[src/rtl/imm_extend_stage.sv]
// imm_extend_stage: immediate extender feeding a 2-entry FIFO.
// Define IMM_EXT_OVF_EN to add the per-entry out_ovf flag for mode 10.
module imm_extend_stage #(
  parameter int XLEN = 32,
  parameter int IMM_W = 17,
  parameter int TAG_W = 5,
  parameter int UPPER_SH = 16
) (
  input  logic             clk,
  input  logic             reset,
  input  logic             in_valid,
  output logic             in_ready,
  input  logic [IMM_W-1:0] in_imm,
  input  logic [1:0]       in_mode,
  input  logic [TAG_W-1:0] in_tag,
  input  logic             flush,
  output logic             out_valid,
  input  logic             out_ready,
  output logic [XLEN-1:0]  out_imm,
`ifdef IMM_EXT_OVF_EN
  output logic             out_ovf,
`endif
  output logic [TAG_W-1:0] out_tag
);
`ifdef IMM_EXT_OVF_EN
  localparam int EW = XLEN + TAG_W + 1;
`else
  localparam int EW = XLEN + TAG_W;
`endif
  logic [1:0] cnt;
  logic [EW-1:0] head, tail, newEntry;
  logic [XLEN-1:0] zext, sext, ext;
  logic acc, pop;
  assign zext = {{(XLEN-IMM_W){1'b0}}, in_imm};
  assign sext = {{(XLEN-IMM_W){in_imm[IMM_W-1]}}, in_imm};
  assign ext = in_mode[1] ? (in_mode[0] ? sext << 2 : zext << UPPER_SH)
                          : (in_mode[0] ? sext : zext);
`ifdef IMM_EXT_OVF_EN
  // any raw bit at or above XLEN-UPPER_SH leaves the word in upper mode
  assign newEntry = {in_mode == 2'b10 && |(in_imm >> (XLEN - UPPER_SH)), in_tag, ext};
  assign out_ovf = head[EW-1];
`else
  assign newEntry = {in_tag, ext};
`endif
  assign in_ready = cnt != 2'd2;
  assign out_valid = cnt != 2'd0;
  assign acc = in_valid && in_ready && !flush;
  assign pop = out_valid && out_ready && !flush;
  assign out_imm = head[XLEN-1:0];
  assign out_tag = head[XLEN +: TAG_W];
  always_ff @(posedge clk) begin
    if (reset) begin
      cnt <= '0;
      head <= '0;
      tail <= '0;
    end else if (flush) begin
      cnt <= '0;
    end else begin
      cnt <= cnt + {1'b0, acc} - {1'b0, pop};
      if (pop && cnt == 2'd2) head <= tail;
      else if (acc && (cnt == 2'd0 || pop)) head <= newEntry;
      if (acc && cnt == 2'd1 && !pop) tail <= newEntry;
    end
  end
endmodule

[config.mk]
export PLATFORM = sky130hd
export DESIGN_NAME = imm_extend_stage
export DESIGN_NICKNAME = d
export VERILOG_FILES = /design/src/rtl/imm_extend_stage.sv
export SDC_FILE = /design/constraint.sdc
export NUM_CORES = 1
export LEC_CHECK = 0
export CORE_MARGIN = 4
export CORE_UTILIZATION = 45
export DETAILED_ROUTE_END_ITERATION = 8
export PLACE_DENSITY = 0.71
export SLEW_MARGIN = 20
export SYNTH_ARGS = -nofsm -noshare
export SYNTH_HDL_FRONTEND = slang
export SYNTH_SLANG_ARGS = --single-unit
[constraint.sdc]
create_clock -name clk -period 2.2 [get_ports clk]
set_clock_uncertainty 0.2 [all_clocks]
set_input_delay 0.55 -clock clk [delete_from_list [all_inputs] [get_ports clk]]
set_output_delay 0.55 -clock clk [all_outputs]
set_load 0.03 [all_outputs]
# --- Yosys cells after proc, flatten, opt, wreduce, memory -nomap -nowiden ---
# Cells that the tools add are included.
op_classes:
  add_sub_neg: 2
  n_reduce_logical: 17
  n_eq_ne: 3
  n_mux: 5
  bitwise: 1
op_table:
  columns: ["operator", "count"]
  rows:
  - ["$mux 32", 3]
  - ["$mux 37", 2]
  - ["$logic_and 1x1->1", 8]
  - ["$reduce_and 2->1", 2]
  - ["$reduce_bool 2->1", 2]
  - ["$add 2x1->2", 1]
  - ["$eq 2x1->1 const B", 1]
  - ["$eq 2x2->1 const B", 1]
  - ["$logic_not 1->1", 2]
  - ["$logic_not 2->1", 1]
  - ["$ne 2x2->1 const B", 1]
  - ["$reduce_or 2->1", 1]
  - ["$sub 2x1->2", 1]
  - ["$logic_or 1x1->1", 1]
  - ["$not 1->1", 1]
word_totals:
  regBits: 76
  inputBits: 29

# --- Logic depth before layout (Yosys ltp) ---
# Gate-level depths: netlist (run 1).
depth:
  word_depth: 7
  mapped_depth: 8
  depth_no_buf: 8

# --- Worst setup path before layout (run 1) ---
# OpenSTA, ideal clock, no wires.
synth_path:
  path_type: "input to register"
  startpoint: "in in_valid"
  endpoint: "reg cnt[1]"
  t_required_ps: 1870
  arrival_time_ps: 1581
  n_path_buf: 0
  path_slack_ps: 289
  setup_time_ps: 130
  path_stages: 8
  cell_sequence: "nor2b_2 > nand2_1 > ha_1 > inv_1 > ha_1 > xor2_1 > xnor2_1 > nor3_1"
synth_between:
  elab_chain_len: 4
synth_lines:
  columns: ["element", "line", "rtl"]
  rows:
  - ["start: declaration", "11", "input logic in_valid,"]
  - ["$logic_and 1x1->1 (2 in series)", "47", "assign acc = in_valid && in_ready && !flush;"]
  - ["$add 2x1->2", "59", "cnt <= cnt + {1'b0, acc} - {1'b0, pop};"]
  - ["$sub 2x1->2", "59", null]
  - ["end signal: assignment", "59", null]
  - ["end: declaration", "30", "logic [1:0] cnt;"]
# No other way between the ends.
# A chain may end at the register's enable or synchronous reset.

# --- Final worst setup path (run 1) ---
layout_path:
  startpoint: "reg head[19]"
  endpoint: "out out_imm[19]"
layout_rtl:
  columns: ["element", "line", "rtl"]
  rows:
  - ["start: declaration", "31", "logic [EW-1:0] head, tail, newEntry;"]
  - ["start signal: assignment", "60", "if (pop && cnt == 2'd2) head <= tail;"]
  - ["start signal: assignment", "61", "else if (acc && (cnt == 2'd0 || pop)) head <= newEntry;"]
  - ["end: declaration", "19", "output logic [XLEN-1:0] out_imm,"]
# No word-level cell between the ends.

==> results of run 1 <==
how the worst min path moves through the flow:
stage                         from       end  slack (ns)  depth (start not counted)
final                     tail[33]  tail[33]        0.26                          2
after global routing      tail[35]  tail[35]        0.28                          2
after CTS                 tail[16]  tail[16]        0.26                          2
after detailed placement  tail[16]  tail[16]        0.25                          2
after global placement    tail[34]  tail[34]        0.24                          2
after floorplan            tail[0]   tail[0]        0.24                          2
power by group:
group	internal [W]	switching, W
clock network	0.000634	0.000519
logic	0.000273	0.000329
registers	0.00143	0.0000343
total	0.00234	0.000882
final cells by class:
class | count | area [um2] | area share [%]
clock inverters | 7 | 91.3 | 1.99
inverters | 2 | 7.51 | 0.163
well taps | 99 | 124 | 2.69
multi-input cells | 272 | 1750 | 38.1
repair buffers | 94 | 981 | 21.3
flip-flops and latches | 76 | 1520 | 33.1
clock buffers | 9 | 124 | 2.69
registers in the layout, summed over array words and instances (netlist names):
signal and cells:
head 37, cnt 2, tail 37
cells in the mapped netlist, drive strengths merged (2+ instances only):
master	number	area, um2
nand2	15	56.3
nor3	39	195
nor3b	3	33.8
dfxtp	76	1520
nor4	7	43.8
a211oi	28	210
nor2b	16	103
a21oi	37	185
ha	2	25.0
nand2b	5	38.8
clkbuf	14	52.6
buf	20	130
inv	2	7.51
nor2	77	289
a2111oi	30	450
and2	3	18.8
cell families (layout without fill, tap and decap cells):
kind of cell	Yosys count	count (layout)	synth area share (%)
compound gates	98	98	25.2
xor+xnor	2	2	0.509
fa+ha+maj	2	2	0.727
buf+inv	36	112	5.53
flops	76	76	44.2
mux	2	2	0.618
simple gates	168	168	23.2
routing by layer:
metal | up-vias | wire length (um)
li1 | 1532 | -
met2 | 76 | 4000
met5 | - | 0
met1 | 1522 | 4120
met3 | 13 | 398
met4 | 0 | 123
stage by stage:
| stage | total power [W] | hold slack, ns | area, um2 | setup WS (ns) | utilization, % |
|---|---|---|---|---|---|
| floorplan | 0.00184 | 0.237 | 3440 | 0.289 | - |
| global placement | 0.00209 | 0.242 | 4370 | -0.198 | 59.5 |
| detailed placement | 0.00210 | 0.247 | 4370 | -0.282 | 59.5 |
| CTS | 0.00324 | 0.259 | 4580 | 0.0391 | 62.5 |
| global route | 0.00337 | 0.279 | 4600 | -0.00715 | 62.8 |
| finish | 0.00322 | 0.259 | 4600 | 0.0545 | 62.8 |
==> metrics.md, run 1 <==
| Metric | Value |
|---|---|
| Initial antenna violation count | `0` |
| Setup crit end kind | `output pin` |
| Clk root buf | `clkbuf_8` |
| Peak supply drop | `0.370 mV` |
| Critical Path, Cell by Cell | `clkdlybuf4s50_1` |
| Fin nets | `486` |
| Critical Path RT | `1.45 ns` |
| # diodes | `0` |
| Final setup viols | `0` |
| Crit Path Category | `reg2out` |
| I/O pins | `68` |
| Iteration-0 DRC Markers | `202` |
| TNS Setup | `0 ns` |
| Main synth FF type | `dfxtp_1` |
| Die Ht | `95.4 um` |
| Final Max Tran Viols | `0` |
| RR Startpoint | `cnt[1]` |
| Asr flop ratio synth | `0%` |
| Gpl congestion | `0.797` |
| Worst path max stage delay | `0.69 ns` |
| P_leak | `1.65 nW` |
| Met3 Use GR | `2.68%` |
| Skew-Pair Late Insertion Delay | `0.34 ns` |
| WL per Instance | `15.5 um` |
| Worst hold path class | `reg2reg` |
| Cells after Synth | `384` |
| CP bufs+invs | `1` |
| Drt pass-1 iters | `4` |
| H-tree depth | `3` |
| # DRC | `0` |
| Critical Path AT | `1.40 ns` |
| Starting Density | `46.9%` |
| Die Area | `9110 um2` |
| Core Rows | `31` |
| Vias in the first global route | `3032` |
| Detailed-route via count | `3143` |
| Crit Path Max Fanout | `2` |
| Syn_area_per_cell | `8.96 um2` |
| FILL cells | `597` |
| Post-CTS Repair Setup Buffers | `0` |
| Area Overhead vs Synth | `33.7%` |
| Critical Path Sink | `out_imm[19]` |
| Worst flop-to-flop path endpoint | `cnt[1]` |
| Clk sinks | `76` |
| Final hold vios | `0` |
| Total track usage | `20.1%` |
| Crit share post-route | `97.5%` |
| Clock transition at path regs | `0.09 ns` |
| Largest net degree at the start of global routing | `77` |
| Worst-Margin Slew | `0.421 ns` |
| CTS tree | `yes` |
| Clock buffer depth | `2` |
| Final critical-path required period | `2.15 ns` |
| IO Port Bufs | `67` |
| Mapped Nets | `415` |
| Pwr dens | `700 nW/um2` |
| First-pass GRT wire length | `14700 um` |
| Post-synth EDFFs | `0` |
| Post-route ant nets | `0` |
| Worst path slowest cell | `clkdlybuf4s50_1` |
| Max_cap viols | `0` |
| Fmax | `466 MHz` |
| Critical path startpoint | `head[19]` |
| Stages on worst setup path | `1` |
| Top Usage Layer GRT | `met2` |
| Share of layout cells above drive strength 1 | `18.0%` |
| R2r setup slk | `0.32 ns` |
| Startpoint Class | `register` |
| DP HPWL | `5650 um` |
| Synth unique cells | `33` |
| Layout Cells excl Fill | `559` |
| Commonest cells after routing, fill and taps aside | `76 x nor2_1, 76 x dfxtp_1, 63 x clkdlybuf4s50_1` |
| Vias per cell | `5.62` |
| Post-CTS Hold Buffers | `0` |
| CTS buffer count | `9` |
| Status | `finished, final reports clean` |
| Dpl cells | `543` |
| Synth warn | `0` |
| Post-cts sizing count | `2` |
| GRT met2 Usage | `31.5%` |
| Synth Cell Area | `3440 um2` |
| Met1 Use GR | `28.4%` |
| Max-slew headroom | `72.0%` |
| Part of the Yosys area used for sequential elements | `44.2%` |
| Total Wirelength | `8650 um` |
| Global route total overflow | `0` |
| R2R cell count | `8` |
| Die X | `95.4 um` |
| Kind of cell adding the most delay to the critical path | `buffers and inverters` |
| CORE AREA | `7330 um2` |
| Number of synthesized register bits | `76` |
No activity file was read; power rests on OpenSTA's default activity.
==> run 2: changes to the inputs <==
--- a/config.mk
+++ b/config.mk
@@ -9,7 +9,6 @@
 export CORE_UTILIZATION = 45
 export DETAILED_ROUTE_END_ITERATION = 8
 export PLACE_DENSITY = 0.71
-export SLEW_MARGIN = 20
 export SYNTH_ARGS = -nofsm -noshare
 export SYNTH_HDL_FRONTEND = slang
 export SYNTH_SLANG_ARGS = --single-unit
==> results of run 2 <==
The final DEF is identical to that of run 1; final timing and power are the same.
==> run 3: changes to the inputs <==
--- a/config.mk
+++ b/config.mk
@@ -8,6 +8,7 @@
 export CORE_MARGIN = 4
 export CORE_UTILIZATION = 45
 export DETAILED_ROUTE_END_ITERATION = 8
+export GPL_TIMING_DRIVEN = 0
 export PLACE_DENSITY = 0.71
 export SYNTH_ARGS = -nofsm -noshare
 export SYNTH_HDL_FRONTEND = slang
==> constraint.sdc (replaced) <==
create_clock -name clk -period 2.8 [get_ports clk]
set_clock_uncertainty 0.2 [all_clocks]
set_input_delay 0.7 -clock clk [delete_from_list [all_inputs] [get_ports clk]]
set_output_delay 0.7 -clock clk [all_outputs]
set_load 0.03 [all_outputs]
==> run 3 against run 2 <==
Against the previous run: clock-buffer cell count rose by 1; non-clock buffer count increased by 6; via count up 0.41%; utilization fell by 2.0 points; critical endpoint is now head[29]; largest cell class unchanged.
==> metrics.md, run 3 (synthesized netlist as in run 1, its figures left out) <==
| Metric | Value |
|---|---|
| WL per Instance | `16.7 um (+8.0%)` |
| Total Wirelength | `9440 um (+9.1%)` |
| Post-cts sizing count | `0 (-2)` |
| Worst-Margin Slew | `0.833 ns (+0.412 ns)` |
| Fin nets | `492 (+1.2%)` |
| Worst hold path class | `reg2reg` |
| Skew-Pair Late Insertion Delay | `0.36 ns (+0.02 ns)` |
| P_leak | `1.56 nW (-5.0%)` |
| GRT met2 Usage | `35.0% (+3.5 points)` |
| FILL cells | `644 (+7.9%)` |
| Fmax | `385 MHz` |
| Post-CTS Repair Setup Buffers | `0 (unchanged)` |
| Place WS | `-0.120 ns (+0.163 ns)` |
| R2R cell count | `4 (-4)` |
| Critical Path AT | `2.59 ns (+1.19 ns)` |
| Drt pass-1 iters | `4 (unchanged)` |
| CTS buffer count | `9 (unchanged)` |
| Hold path endpoint | `tail[35]` |
| Crit Path Max Fanout | `10 (+8)` |
| Largest registers | `head x37, tail x37, cnt x2` |
| CTS tree | `yes` |
| R2r setup slk | `0.75 ns (+0.43 ns)` |
| Detailed-route via count | `3156 (+0.41%)` |
| DP HPWL | `6650 um (+18%)` |
| Peak supply drop | `0.303 mV (-18%)` |
| Startpoint Class | `primary input` |
| Core Rows | `31 (unchanged)` |
| PnR worst setup slack | `0.202 ns (+0.147 ns)` |
| Top Usage Layer GRT | `met2` |
| Met1 Use GR | `30.4% (+2.0 points)` |
| Final setup viols | `0 (unchanged)` |
| Worst path max stage delay | `0.66 ns (-0.03 ns)` |
| Starting Density | `46.9% (unchanged)` |
| H-tree depth | `3 (unchanged)` |
| Critical Path, Cell by Cell | `clkdlybuf4s50_1 > nor2b_2 > o21a_1 > clkbuf_1 > a2111oi_2` |
| Clock transition at path regs | `0.09 ns (about the same)` |
| Kind of cell adding the most delay to the critical path | `buffers and inverters` |
| Worst path slowest cell | `clkbuf_1` |
| CORE AREA | `7330 um2 (unchanged)` |
| Min-delay src | `tail[35]` |
| Initial antenna violation count | `0 (unchanged)` |
| Commonest non-fill, non-tap cell in the layout | `nor2_1` |
| Total track usage | `22.1% (+2.0 points)` |
| Final critical-path required period | `2.60 ns` |
| Pwr Total | `0.00258 W (-20%)` |
| Clk sinks | `76 (unchanged)` |
| WHS | `0.259 ns (+0.000188 ns)` |
| Global route total overflow | `0 (unchanged)` |
| Final hold vios | `0 (unchanged)` |
| Largest net degree at the start of global routing | `15 (-81%)` |
| Die X | `95.4 um (unchanged)` |
| Pwr dens | `578 nW/um2 (-17%)` |
| I/O pins | `68 (unchanged)` |
| Gpl congestion | `0.860 (+7.9%)` |
| Status | `finished, final reports clean` |
| Vias in the first global route | `2995 (-1.2%)` |
| Core Util, Final | `60.8% (-2.0 points)` |
| Worst flop-to-flop path endpoint | `head[29]` |
| Final Max Tran Viols | `0 (unchanged)` |
| Post-CTS Hold Buffers | `0 (unchanged)` |
| Die Ht | `95.4 um (unchanged)` |
| Vias per cell | `5.59 (-0.65%)` |
| Crit share post-route | `92.8%` |
| Hold Crit Depth | `2 (unchanged)` |
| Critical Path RT | `2.79 ns (+1.34 ns)` |
| # DRC | `0 (unchanged)` |
| Iteration-0 DRC Markers | `166 (-18%)` |
| Post-route ant nets | `0 (unchanged)` |
| RSZ-0062 raised after global routing | `false` |
| Max_cap viols | `0 (unchanged)` |
| Clock buffer depth | `2 (unchanged)` |
| Die Area | `9110 um2 (unchanged)` |
| Area Overhead vs Synth | `29.5%` |
| CP bufs+invs | `2 (+1)` |
| RR Startpoint | `cnt[1]` |
| Commonest cells after routing, fill and taps aside | `77 x nor2_1, 76 x dfxtp_1, 66 x clkdlybuf4s50_1` |
| IO Port Bufs | `66 (-1.5%)` |
| Share of layout cells above drive strength 1 | `14.6% (-3.5 points)` |
| First-pass GRT wire length | `15500 um (+5.4%)` |
| Met3 Use GR | `3.63% (+0.95 points)` |
| # diodes | `0 (unchanged)` |
| Setup crit end kind | `register` |
| Crit Path Category | `in2reg` |
| Clk root buf | `clkbuf_8` |
| Max-slew headroom | `44.5% (-27 points)` |
==> run 3: cell count changes in the layout (fill, tap and decap cells not counted), moves of 4 or more <==
cell,change
buf_12,-9
buf_2,+10
buf_4,-15
buf_6,+4
clkbuf_1,+14
==> run 3: stage by stage <==
step	TNS, ns	area [um2]	std cells
finish	0	4460	565
global placement	-2.62	4230	549
global route	0	4460	565
detailed placement	-2.62	4230	549
floorplan	0	3440	384
CTS	0	4460	565
==> run 3: power breakdown <==
part	switching, W	internal [W]
clock	0.000437	0.000534
sequential	0.0000249	0.00113
combinational	0.000264	0.000191
total	0.000727	0.00185
==> run 3: worst max path at each step <==
| stage | start | endpoint | slack (ns) | depth (start not counted) |
|---|---|---|---|---|
| after floorplan | in_valid | cnt[1] | 0.74 | 8 |
| after global placement | flush | head[28] | -0.12 | 5 |
| after detailed placement | flush | head[29] | -0.12 | 5 |
| after CTS | in_mode[0] | head[27] | 0.22 | 5 |
| after global routing | in_mode[0] | head[27] | 0.07 | 5 |
| final | flush | head[29] | 0.20 | 5 |
==> run 3: metal layers <==
| metal | vias to the layer above | part of all wire (%) |
|---|---|---|
| met4 | 0 | 1.4 |
| met3 | 13 | 5.7 |
| met1 | 1496 | 46 |
| li1 | 1547 | - |
| met5 | - | 0 |
| met2 | 100 | 47 |
==> run 3: final cells by class <==
class | count | area, um2 | area share [%]
Multi-Input combinational cell | 272 | 1730 | 38.8
Sequential cell | 76 | 1520 | 34.1
Timing Repair Buffer | 66 | 661 | 14.8
Buffer | 34 | 183 | 4.10
Clock buffer | 10 | 138 | 3.09
Tap cell | 99 | 124 | 2.78
Clock inverter | 6 | 93.8 | 2.11
Inverter | 2 | 7.51 | 0.168
==> run 3: worst min-delay path: stages (launching register included) <==
cell	delay, ns
dfxtp_1	0.32
nand2_1	0.05
a21oi_1	0.05
